===== src/rtl/mc14500_pkg.sv =====
// mc14500_pkg: opcodes, sequencer states and sizing helpers for the mc14500_icu core
package mc14500_pkg;
  localparam logic [3:0] OP_NOPO = 4'h0;
  localparam logic [3:0] OP_LD   = 4'h1;
  localparam logic [3:0] OP_LDC  = 4'h2;
  localparam logic [3:0] OP_AND  = 4'h3;
  localparam logic [3:0] OP_ANDC = 4'h4;
  localparam logic [3:0] OP_OR   = 4'h5;
  localparam logic [3:0] OP_ORC  = 4'h6;
  localparam logic [3:0] OP_XNOR = 4'h7;
  localparam logic [3:0] OP_STO  = 4'h8;
  localparam logic [3:0] OP_STOC = 4'h9;
  localparam logic [3:0] OP_IEN  = 4'hA;
  localparam logic [3:0] OP_OEN  = 4'hB;
  localparam logic [3:0] OP_JMP  = 4'hC;
  localparam logic [3:0] OP_RTN  = 4'hD;
  localparam logic [3:0] OP_SKZ  = 4'hE;
  localparam logic [3:0] OP_NOPF = 4'hF;

  typedef enum logic {ST_EXEC, ST_JEXT} state_t;

  function automatic int ext_words(input int pc_w);
    return (pc_w - 4) / 8;
  endfunction
endpackage


===== src/rtl/mc14500_stack.sv =====
// mc14500_stack: circular return-address LIFO; a push when full overwrites the oldest entry
module mc14500_stack #(
  parameter int WIDTH = 12,
  parameter int DEPTH = 4
) (
  input  logic             clk,
  input  logic             rst_n,
  input  logic             push,
  input  logic             pop,
  input  logic [WIDTH-1:0] din,
  output logic [WIDTH-1:0] dout,
  output logic             full,
  output logic             empty
);
  localparam int AW = DEPTH > 1 ? $clog2(DEPTH) : 1;
  localparam int CW = $clog2(DEPTH + 1) + 1;

  logic [WIDTH-1:0] mem [DEPTH];
  logic [AW-1:0]    wp, top;
  // cnt keeps counting past DEPTH so pops after an overflow replay the wrapped entries
  logic [CW-1:0]    cnt;

  always_comb begin
    top   = wp == '0 ? AW'(DEPTH - 1) : wp - 1'b1;
    dout  = mem[top];
    full  = cnt >= CW'(DEPTH);
    empty = cnt == '0;
  end

  always_ff @(posedge clk or negedge rst_n) begin
    if (!rst_n) begin
      wp  <= '0;
      cnt <= '0;
    end else if (push) begin
      wp  <= wp == AW'(DEPTH - 1) ? '0 : wp + 1'b1;
      cnt <= cnt + CW'(cnt != '1);
    end else if (pop && !empty) begin
      wp  <= top;
      cnt <= cnt - 1'b1;
    end
  end

  always_ff @(posedge clk) begin
    if (push) mem[wp] <= din;
  end
endmodule


===== src/rtl/mc14500_icu.sv =====
// mc14500_icu: parametrised single-bit industrial control unit with absolute JMP, return stack and clock enable
module mc14500_icu
  import mc14500_pkg::*;
#(
  parameter int PC_W        = 12,
  parameter int NUM_IN      = 8,
  parameter int NUM_OUT     = 8,
  parameter int STACK_DEPTH = 4
) (
  input  logic               clk,
  input  logic               rst_n,
  input  logic               ce,
  output logic [PC_W-1:0]    pc_o,
  input  logic [7:0]         instr_i,
  input  logic [NUM_IN-1:0]  in_i,
  output logic [NUM_OUT-1:0] out_o,
  output logic               rr_o,
  output logic               ien_o,
  output logic               oen_o,
  output logic               flag0_o,
  output logic               flagf_o,
  output logic               jmp_o,
  output logic               rtn_o,
  output logic               stk_ovf_o,
  output logic               stk_unf_o
);
  localparam int EW = ext_words(PC_W);
  localparam int XW = 8 * EW;
  localparam int CW = EW > 1 ? $clog2(EW) : 1;

  state_t             state;
  logic [3:0]         op, imm, imm_q;
  logic [15:0]        in_pad;
  logic               raw, d, exec, st_val, we, rr_n, skip, last, push, pop, full, empty;
  logic [NUM_OUT-1:0] mask, out_n;
  logic [XW-1:0]      ext, ext_n;
  logic [CW-1:0]      ext_cnt;
  logic [PC_W-1:0]    pc_inc, stk_top;
  logic               flag0_q, flagf_q, jmp_q, rtn_q;

  always_comb begin
    op     = instr_i[3:0];
    imm    = instr_i[7:4];
    in_pad = 16'(in_i);
    raw    = in_pad[imm];
    d      = raw & ien_o;
    mask   = NUM_OUT'(16'h1 << imm);
    exec   = state == ST_EXEC && !skip;
    st_val = op == OP_STO ? rr_o : ~rr_o;
    we     = exec && oen_o && (op == OP_STO || op == OP_STOC);
    out_n  = we ? (st_val ? out_o | mask : out_o & ~mask) : out_o;
    ext_n  = XW'({instr_i, ext} >> 8);
    last   = state == ST_JEXT && ext_cnt == CW'(EW - 1);
    push   = ce && last;
    pop    = ce && exec && op == OP_RTN && !empty;
    pc_inc = pc_o + 1'b1;
    rr_n   = rr_o;
    case (op)
      OP_LD:   rr_n = d;
      OP_LDC:  rr_n = ~d;
      OP_AND:  rr_n = rr_o & d;
      OP_ANDC: rr_n = rr_o & ~d;
      OP_OR:   rr_n = rr_o | d;
      OP_ORC:  rr_n = rr_o | ~d;
      OP_XNOR: rr_n = ~(rr_o ^ d);
      default: rr_n = rr_o;
    endcase
  end

  mc14500_stack #(.WIDTH(PC_W), .DEPTH(STACK_DEPTH)) u_stack (
    .clk   (clk),
    .rst_n (rst_n),
    .push  (push),
    .pop   (pop),
    .din   (pc_inc),
    .dout  (stk_top),
    .full  (full),
    .empty (empty)
  );

  always_ff @(posedge clk or negedge rst_n) begin
    if (!rst_n) begin
      state     <= ST_EXEC;
      pc_o      <= '0;
      rr_o      <= 1'b0;
      ien_o     <= 1'b0;
      oen_o     <= 1'b0;
      out_o     <= '0;
      skip      <= 1'b0;
      imm_q     <= '0;
      ext       <= '0;
      ext_cnt   <= '0;
      stk_ovf_o <= 1'b0;
      stk_unf_o <= 1'b0;
      flag0_q   <= 1'b0;
      flagf_q   <= 1'b0;
      jmp_q     <= 1'b0;
      rtn_q     <= 1'b0;
    end else begin
      {flag0_q, flagf_q, jmp_q, rtn_q} <= '0;
      if (ce) begin
        if (state == ST_JEXT) begin
          ext     <= ext_n;
          ext_cnt <= ext_cnt + 1'b1;
          pc_o    <= last ? {ext_n, imm_q} : pc_inc;
          if (last) begin
            state     <= ST_EXEC;
            jmp_q     <= 1'b1;
            stk_ovf_o <= stk_ovf_o | full;
          end
        end else if (skip) begin
          // a discarded JMP also steps over its extension words
          skip <= 1'b0;
          pc_o <= op == OP_JMP ? pc_o + PC_W'(1 + EW) : pc_inc;
        end else begin
          rr_o  <= rr_n;
          out_o <= out_n;
          pc_o  <= pc_inc;
          case (op)
            OP_NOPO: flag0_q <= 1'b1;
            OP_NOPF: flagf_q <= 1'b1;
            OP_IEN:  ien_o <= raw;
            OP_OEN:  oen_o <= raw;
            OP_SKZ:  skip <= skip | ~rr_o;
            OP_JMP: begin
              imm_q   <= imm;
              ext_cnt <= '0;
              state   <= ST_JEXT;
            end
            OP_RTN: begin
              if (!empty) begin
                pc_o  <= stk_top;
                skip  <= 1'b1;
                rtn_q <= 1'b1;
              end else begin
                stk_unf_o <= 1'b1;
              end
            end
            default: ;
          endcase
        end
      end
    end
  end

  assign flag0_o = flag0_q & ce;
  assign flagf_o = flagf_q & ce;
  assign jmp_o   = jmp_q & ce;
  assign rtn_o   = rtn_q & ce;
endmodule


===== config.mk =====
export PLATFORM = sky130hd
export DESIGN_NAME = mc14500_icu
export DESIGN_NICKNAME = d
export VERILOG_FILES = /design/src/rtl/mc14500_pkg.sv /design/src/rtl/mc14500_stack.sv /design/src/rtl/mc14500_icu.sv
export SDC_FILE = /design/constraint.sdc
export NUM_CORES = 1
export LEC_CHECK = 0
export ABC_CLOCK_PERIOD_IN_PS = 4450
export CAP_MARGIN = 5
export CORE_MARGIN = 5
export CORE_UTILIZATION = 40
export CTS_CLUSTER_SIZE = 12
export DETAILED_ROUTE_END_ITERATION = 10
export PLACE_DENSITY = 0.62
export SLEW_MARGIN = 40
export SYNTH_ARGS = -nofsm -noshare
export SYNTH_HDL_FRONTEND = slang
export SYNTH_HIERARCHICAL = 1
export SYNTH_SLANG_ARGS = --single-unit

===== constraint.sdc =====
create_clock -name clk -period 4.45 [get_ports clk]
set_input_delay 1.1125 -clock clk [delete_from_list [all_inputs] [get_ports clk]]
set_output_delay 1.1125 -clock clk [all_outputs]
set_load 0.01 [all_outputs]

==> results of run 1 <==
## layout make-up
class	instances	area (µm²)
Fill cell	1100	6180
Sequential cell	90	2490
Multi-Input combinational cell	273	2120
Timing Repair Buffer	51	498
Clock buffer	9	225
Tap cell	147	184
Clock inverter	7	92.6
Inverter	16	62.6
## path summary, 6_finish.rpt
kind                                               to
setup reg to reg           u_stack/cnt[3]$_DFFE_PN0P_
hold reg to reg                 stk_ovf_o$_DFFE_PN0P_
setup / recovery                              flagf_o
min in group asynchronous        pc_o[11]$_DFFE_PN0P_
hold / removal                  stk_ovf_o$_DFFE_PN0P_
max in group asynchronous        imm_q[1]$_DFFE_PN0P_
## metal layers
metal	track usage (%)	part of all wire (%)	vias up
li1	-	-	1595
met1	21.9	44	1745
met2	27.8	48	105
met3	2.80	4.5	21
met4	9.31	3.6	0
met5	0	0	-
## cell usage in the layout (no fill, tap or decap), types with 6 or more instances in the layout
master	synthesis	layout
nand2_1	29	29
clkdlybuf4s50_1	0	46
o21ai_0	19	19
ha_1	9	9
xor2_1	10	10
mux2_2	15	15
and2_1	9	9
edfxtp_1	48	48
inv_1	13	13
nor3_1	10	10
nand4_1	6	6
mux4_2	8	8
mux2i_1	7	7
clkbuf_16	0	9
a21oi_1	16	16
nor2_1	27	27
dfrtp_1	42	42
nand3_1	10	10
## sequential cells by signal, indices dropped and copies added, names as in the netlist, named ones only
signal       flops
flag0_q          1
jmp_q            1
u_stack/mem     48
stk_unf_o        1
pc_o            12
u_stack/wp       2
stk_ovf_o        1
imm_q            4
state            1
oen_o            1
rr_o             1
flagf_q          1
rtn_q            1
ien_o            1
skip             1
u_stack/cnt      4
ext_cnt          1
## power groups by stage
stage	combinational [mW]	clock (mW)	sequential (mW)
finish	1.10	0.806	1.27
global route	1.20	0.859	1.30
CTS	1.11	0.821	1.27
detailed placement	1.11	0	1.29
global placement	1.09	0	1.28
floorplan	0.760	0	1.22
## kinds of logic (layout without fill, tap and decap cells)
group,after synthesis,in the layout,synth area share [%]
XOR/XNOR,15,15,2.75
buffers and inverters,37,83,3.56
flip-flops,90,90,52.1
multiplexers,37,37,11.9
adder cells (fa/ha/maj),10,10,2.77
AND/OR/NAND/NOR,128,128,14.6
AO/OA/AOI/OAI,83,83,12.3
## worst max-delay path: cells and delay by family
family | cells | cell delay [ns]
and+or+nand+nor | 1 | 0.15
buffers and inverters | 2 | 1.08
## per-stage QoR
stage	std cells	util, %
floorplan	400	-
global placement	577	45.2
detailed placement	577	45.2
CTS	593	47.9
global route	593	47.9
finish	593	47.9
==> flow_summary.toml, run 1 <==
[global_routing]
grt_max_degree = 43
grtUsageTotal_pct = 17.1
antenna_found_initial = 0
grt-ovfl-total = 0
grt_first_pass_wirelength_um = 19000
first_global_vias = 3462

[logic_synthesis]
synth_most_common_cell = "edfxtp_1"
ys_seq_elements = 90
syn-num-nets = 429
yosysWarningCount = 6
syn_inst = 400
synth_cell_type_count = 72
ys_seq_area_share_pct = 52.1
synth_area_per_cell_um2 = 12.0
syn_area_um2 = 4780
synth_edf_count = 48
yosys.area.top_type_share_pct = 30.1
synthTopCellsByArea = "edfxtp_1, dfrtp_1, mux4_2, mux2_2, ha_1"
yosys-top-cells-count = "edfxtp_1, dfrtp_1, nand2_1, nor2_1, o21ai_0"
synth-main-ff-cell = "edfxtp_1"
synthArstFlopShare_pct = 46.7
yosys.area.top_type = "edfxtp_1"

[critical_path]
cp_slowest_cell = "clkdlybuf4s50_1"
critPathRequiredTime_ns = 3.34
r2r-start = "state$_DFFE_PN0P_"
slowest_delay_ns = 0.55
cp_max_fo = 6
path_cells = "clkdlybuf4s50_1, and2_1, clkdlybuf4s50_1"
worstSetupPathType = "primary input to primary output"
crit_start = "ce"
crit_path_end_kind = "primary output"
crit_top_cell = "clkdlybuf4s50_1"
reg2regPathDepth = 10
startpoint_type = "primary input"
ff2ff_setup_slack_ns = 1.27
worst_ep_arrival_time_ns = 2.35

[timing]
rsz0062_at_grt = "no"
finClkSkew_ns = 0.00513
post-route-period-util_pct = 77.9
hold_slack_ns = 0.460
final_hold_viol_count = 0
finalWorstSetupSlack_ns = 0.985
fin_tns_setup_ns = 0
relSlewSlack_pct = 45.1
fmax_ghz = 0.289
fin_crit_ns = 3.46
slew_viol_final = 0
setup_violations = 0
worstMarginPinSlew_ns = 0.823

[cts]
cts_hold_buf = 0
clock-root-buffer = "clkbuf_16"
htree_levels = 3
path_clk_slew_ns = 0.06
cts_tree = "built"
cts_max_path_buffers = 2
cts_setup_buffers = 0
clk_latency_ns = 0.35
cts_sinks = 90
cts_made_buffers = 9
ctsResizeCount = 0

[drt]
drtPass1Iterations = 4
drt_iter0_markers = 258
vias = 3466
vias_per_cell = 5.84
drc_errors = 0
routedWlPerCell_um = 19.7
ant_nets = 0
wl_um = 11700

[power_and_ir_drop]
seqPwrFrac_pct = 40.1
vdd_drop_max_v = 0.000273
comb_power_share_pct = 34.6
power_mw = 3.18
p_clk_share_pct = 25.4
p_int_mw = 2.08
p_leak_nw = 2.16
switchingPower_mw = 1.09
swShare_pct = 34.4
powerDensity_nw_per_um2 = 560

[floorplan]
die_area_um2 = 14200
dieHeight_um = 119
die_x_um = 119
core_area_um2 = 11900
rows = 40
start_util_pct = 40.3
io_pins = 48

[status]
status = "complete, no violations"

[worst_hold_path]
holdPathStages = 1
hold_path.class = "flop to flop"
worstHoldStart = "stk_ovf_o$_DFFE_PN0P_"

[placement]
place.gp.congestion = 0.889
place_hpwl_um = 8160
port_buffers = 47
placed_area_um2 = 5360
pre_cts_ws_ns = 0.840

[cells_and_area]
drive_above_1_share_pct = 13.2
area_growth_pct = 18.6
layout.nets = 470
diodes = 0
finalInstanceArea_um2 = 5680

[run]
drv_cap = 0
Note: power is estimated with default switching activity, not from simulation.
==> run 2: changes to the inputs <==
ABC_CLOCK_PERIOD_IN_PS = 3100   (was 4450)
PLACE_DENSITY = 0.65   (was 0.62)
clock period = 3.1 ns   (was 4.45 ns; I/O delays follow)
==> run 2 against run 1 <==
  * Sequential share of layout area shrank 1.7 points
  * Critical path depth stayed put
  * Combinational power increased by 51%
  * Sequential power is 43% higher
  * Wire length up 3.3%
  * Largest power group unchanged
  * Global-route usage is 0.55 points higher
  * Final cell count increased by 4.7%
  * Die area did not move
  * Non-clock buffer count is 28 higher
  * Hold slack worse by 0.13 ns
  * Sequential cell count did not move
  * Final area grew 3.9%
==> flow_summary.toml, run 2 (synthesis gave the netlist of run 1 again) <==
[cells_and_area]
diodes = 0
regArea_um2 = 2490
fillers = 1053
layout.nets = 498
layout_common_cells = "edfxtp_1, clkdlybuf4s50_1, dfrtp_1"
drive_above_1_share_pct = 18.1
multi_input_area_um2 = 2120
largest_reg_flops = 48
largest-register = "u_stack/mem"
top_regs = "u_stack/mem (48), pc_o (12)"
area_growth_pct = 23.3
final_common_cell = "edfxtp_1"

[power_and_ir_drop]
seqPwrFrac_pct = 39.0
vdd_drop_max_v = 0.000361
p_int_mw = 3.07
comb_power_share_pct = 35.9
power_mw = 4.63
p_clk_share_pct = 25.1
swShare_pct = 33.8
p_leak_nw = 2.31
powerDensity_nw_per_um2 = 785
switchingPower_mw = 1.57

[critical_path]
r2r-end = "pc_o[6]$_DFFE_PN0P_"
reg2regPathDepth = 9
cp_max_fo = 8
worstSetupPathType = "primary input to primary output"
r2r-start = "u_stack/wp[0]$_DFFE_PN0P_"
path_buf_inv = 2
crit_path_end_kind = "primary output"
ff2ff_setup_slack_ns = 0.61
worst_ep_arrival_time_ns = 2.07
slowest_delay_ns = 0.59
critPathRequiredTime_ns = 2.32
crit_family = "buffers and inverters"
startpoint_type = "primary input"
cp_slowest_cell = "clkdlybuf4s50_1"
path_cells = "clkdlybuf4s50_1, and2_1, clkdlybuf4s50_1"
crit_top_cell = "clkdlybuf4s50_1"

[drt]
vias = 3567
wl_um = 12100
vias_per_cell = 5.74
drt_iter0_markers = 260
ant_nets = 0
drc_errors = 0
drtPass1Iterations = 5
routedWlPerCell_um = 19.5

[cts]
cts_setup_buffers = 0
cts_hold_buf = 0
htree_levels = 3
cts_made_buffers = 9
ctsResizeCount = 0
path_clk_slew_ns = 0.06
cts_tree = "built"
clk_latency_ns = 0.34
clock-root-buffer = "clkbuf_16"
cts_sinks = 90
cts_max_path_buffers = 2

[floorplan]
start_util_pct = 40.3
die_area_um2 = 14200
core_area_um2 = 11900
die_x_um = 119
rows = 40
io_pins = 48
dieHeight_um = 119

[placement]
pre_cts_ws_ns = -0.0259
place.gp.congestion = 0.902
port_buffers = 47
place_hpwl_um = 8850

[status]
status = "complete, no violations"

[timing]
slew_viol_final = 0
post-route-period-util_pct = 91.6
hold_slack_ns = 0.328
fin_crit_ns = 2.84
relSlewSlack_pct = 51.5
finalWorstSetupSlack_ns = 0.260
finClkSkew_ns = 0.00696
fin_tns_setup_ns = 0
fmax_ghz = 0.352
final_hold_viol_count = 0
worstMarginPinSlew_ns = 0.726
rsz0062_at_grt = "no"
setup_violations = 0

[global_routing]
grtUsageTotal_pct = 17.7
first_global_vias = 3650
antenna_found_initial = 0
grt-ovfl-total = 0
grt_first_pass_wirelength_um = 19900
grt_max_degree = 25

[worst_hold_path]
hold_path.class = "primary input to async pin"

[run]
drv_cap = 0
## run 2: how the worst max path moves through the flow
stage / from / end / slack (ns) / cells after the start
2_1_floorplan: ce / u_stack/cnt[2]$_DFFE_PN0P_ / 0.44 / 9
3_3_place_gp: ce / u_stack/cnt[3]$_DFFE_PN0P_ / 0.15 / 9
3_5_place_dp: ce / u_stack/cnt[3]$_DFFE_PN0P_ / -0.03 / 9
4_1_cts: ce / flag0_o / 0.24 / 3
5_1_grt: ce / jmp_o / 0.15 / 3
6_report: ce / rtn_o / 0.26 / 3
## run 2: metrics by stage
stage,area (µm²),cells,utilization [%]
6_report,5900,621,49.7
5_1_grt,5900,621,49.7
4_1_cts,5900,621,49.7
3_5_place_dp,5580,605,47.0
3_3_place_gp,5560,604,46.9
2_1_floorplan,4780,400,-
## run 2: metal layers
layer	share of wire, %	global-route usage, %
met1	44	23.2
met2	49	29.0
met3	4.4	3.51
met4	2.4	6.87
met5	0	0
## run 2: final cells by class
cell class                      count  area share (%)
Clock buffer                       11            4.11
Sequential cell                    90            42.2
Inverter                           16            1.06
Clock inverter                      5            1.31
Timing Repair Buffer               79            12.2
Tap cell                          147            3.12
Multi-Input combinational cell    273            36.0
## run 2: power by group through the flow
stage                     Sequential (mW)  Combinational [mW]  Clock [mW]
after floorplan                      1.75                1.09           0
after global placement               1.81                1.61           0
after detailed placement             1.82                1.66           0
after CTS                            1.80                1.67        1.18
after global routing                 1.84                1.83        1.25
final                                1.81                1.66        1.16
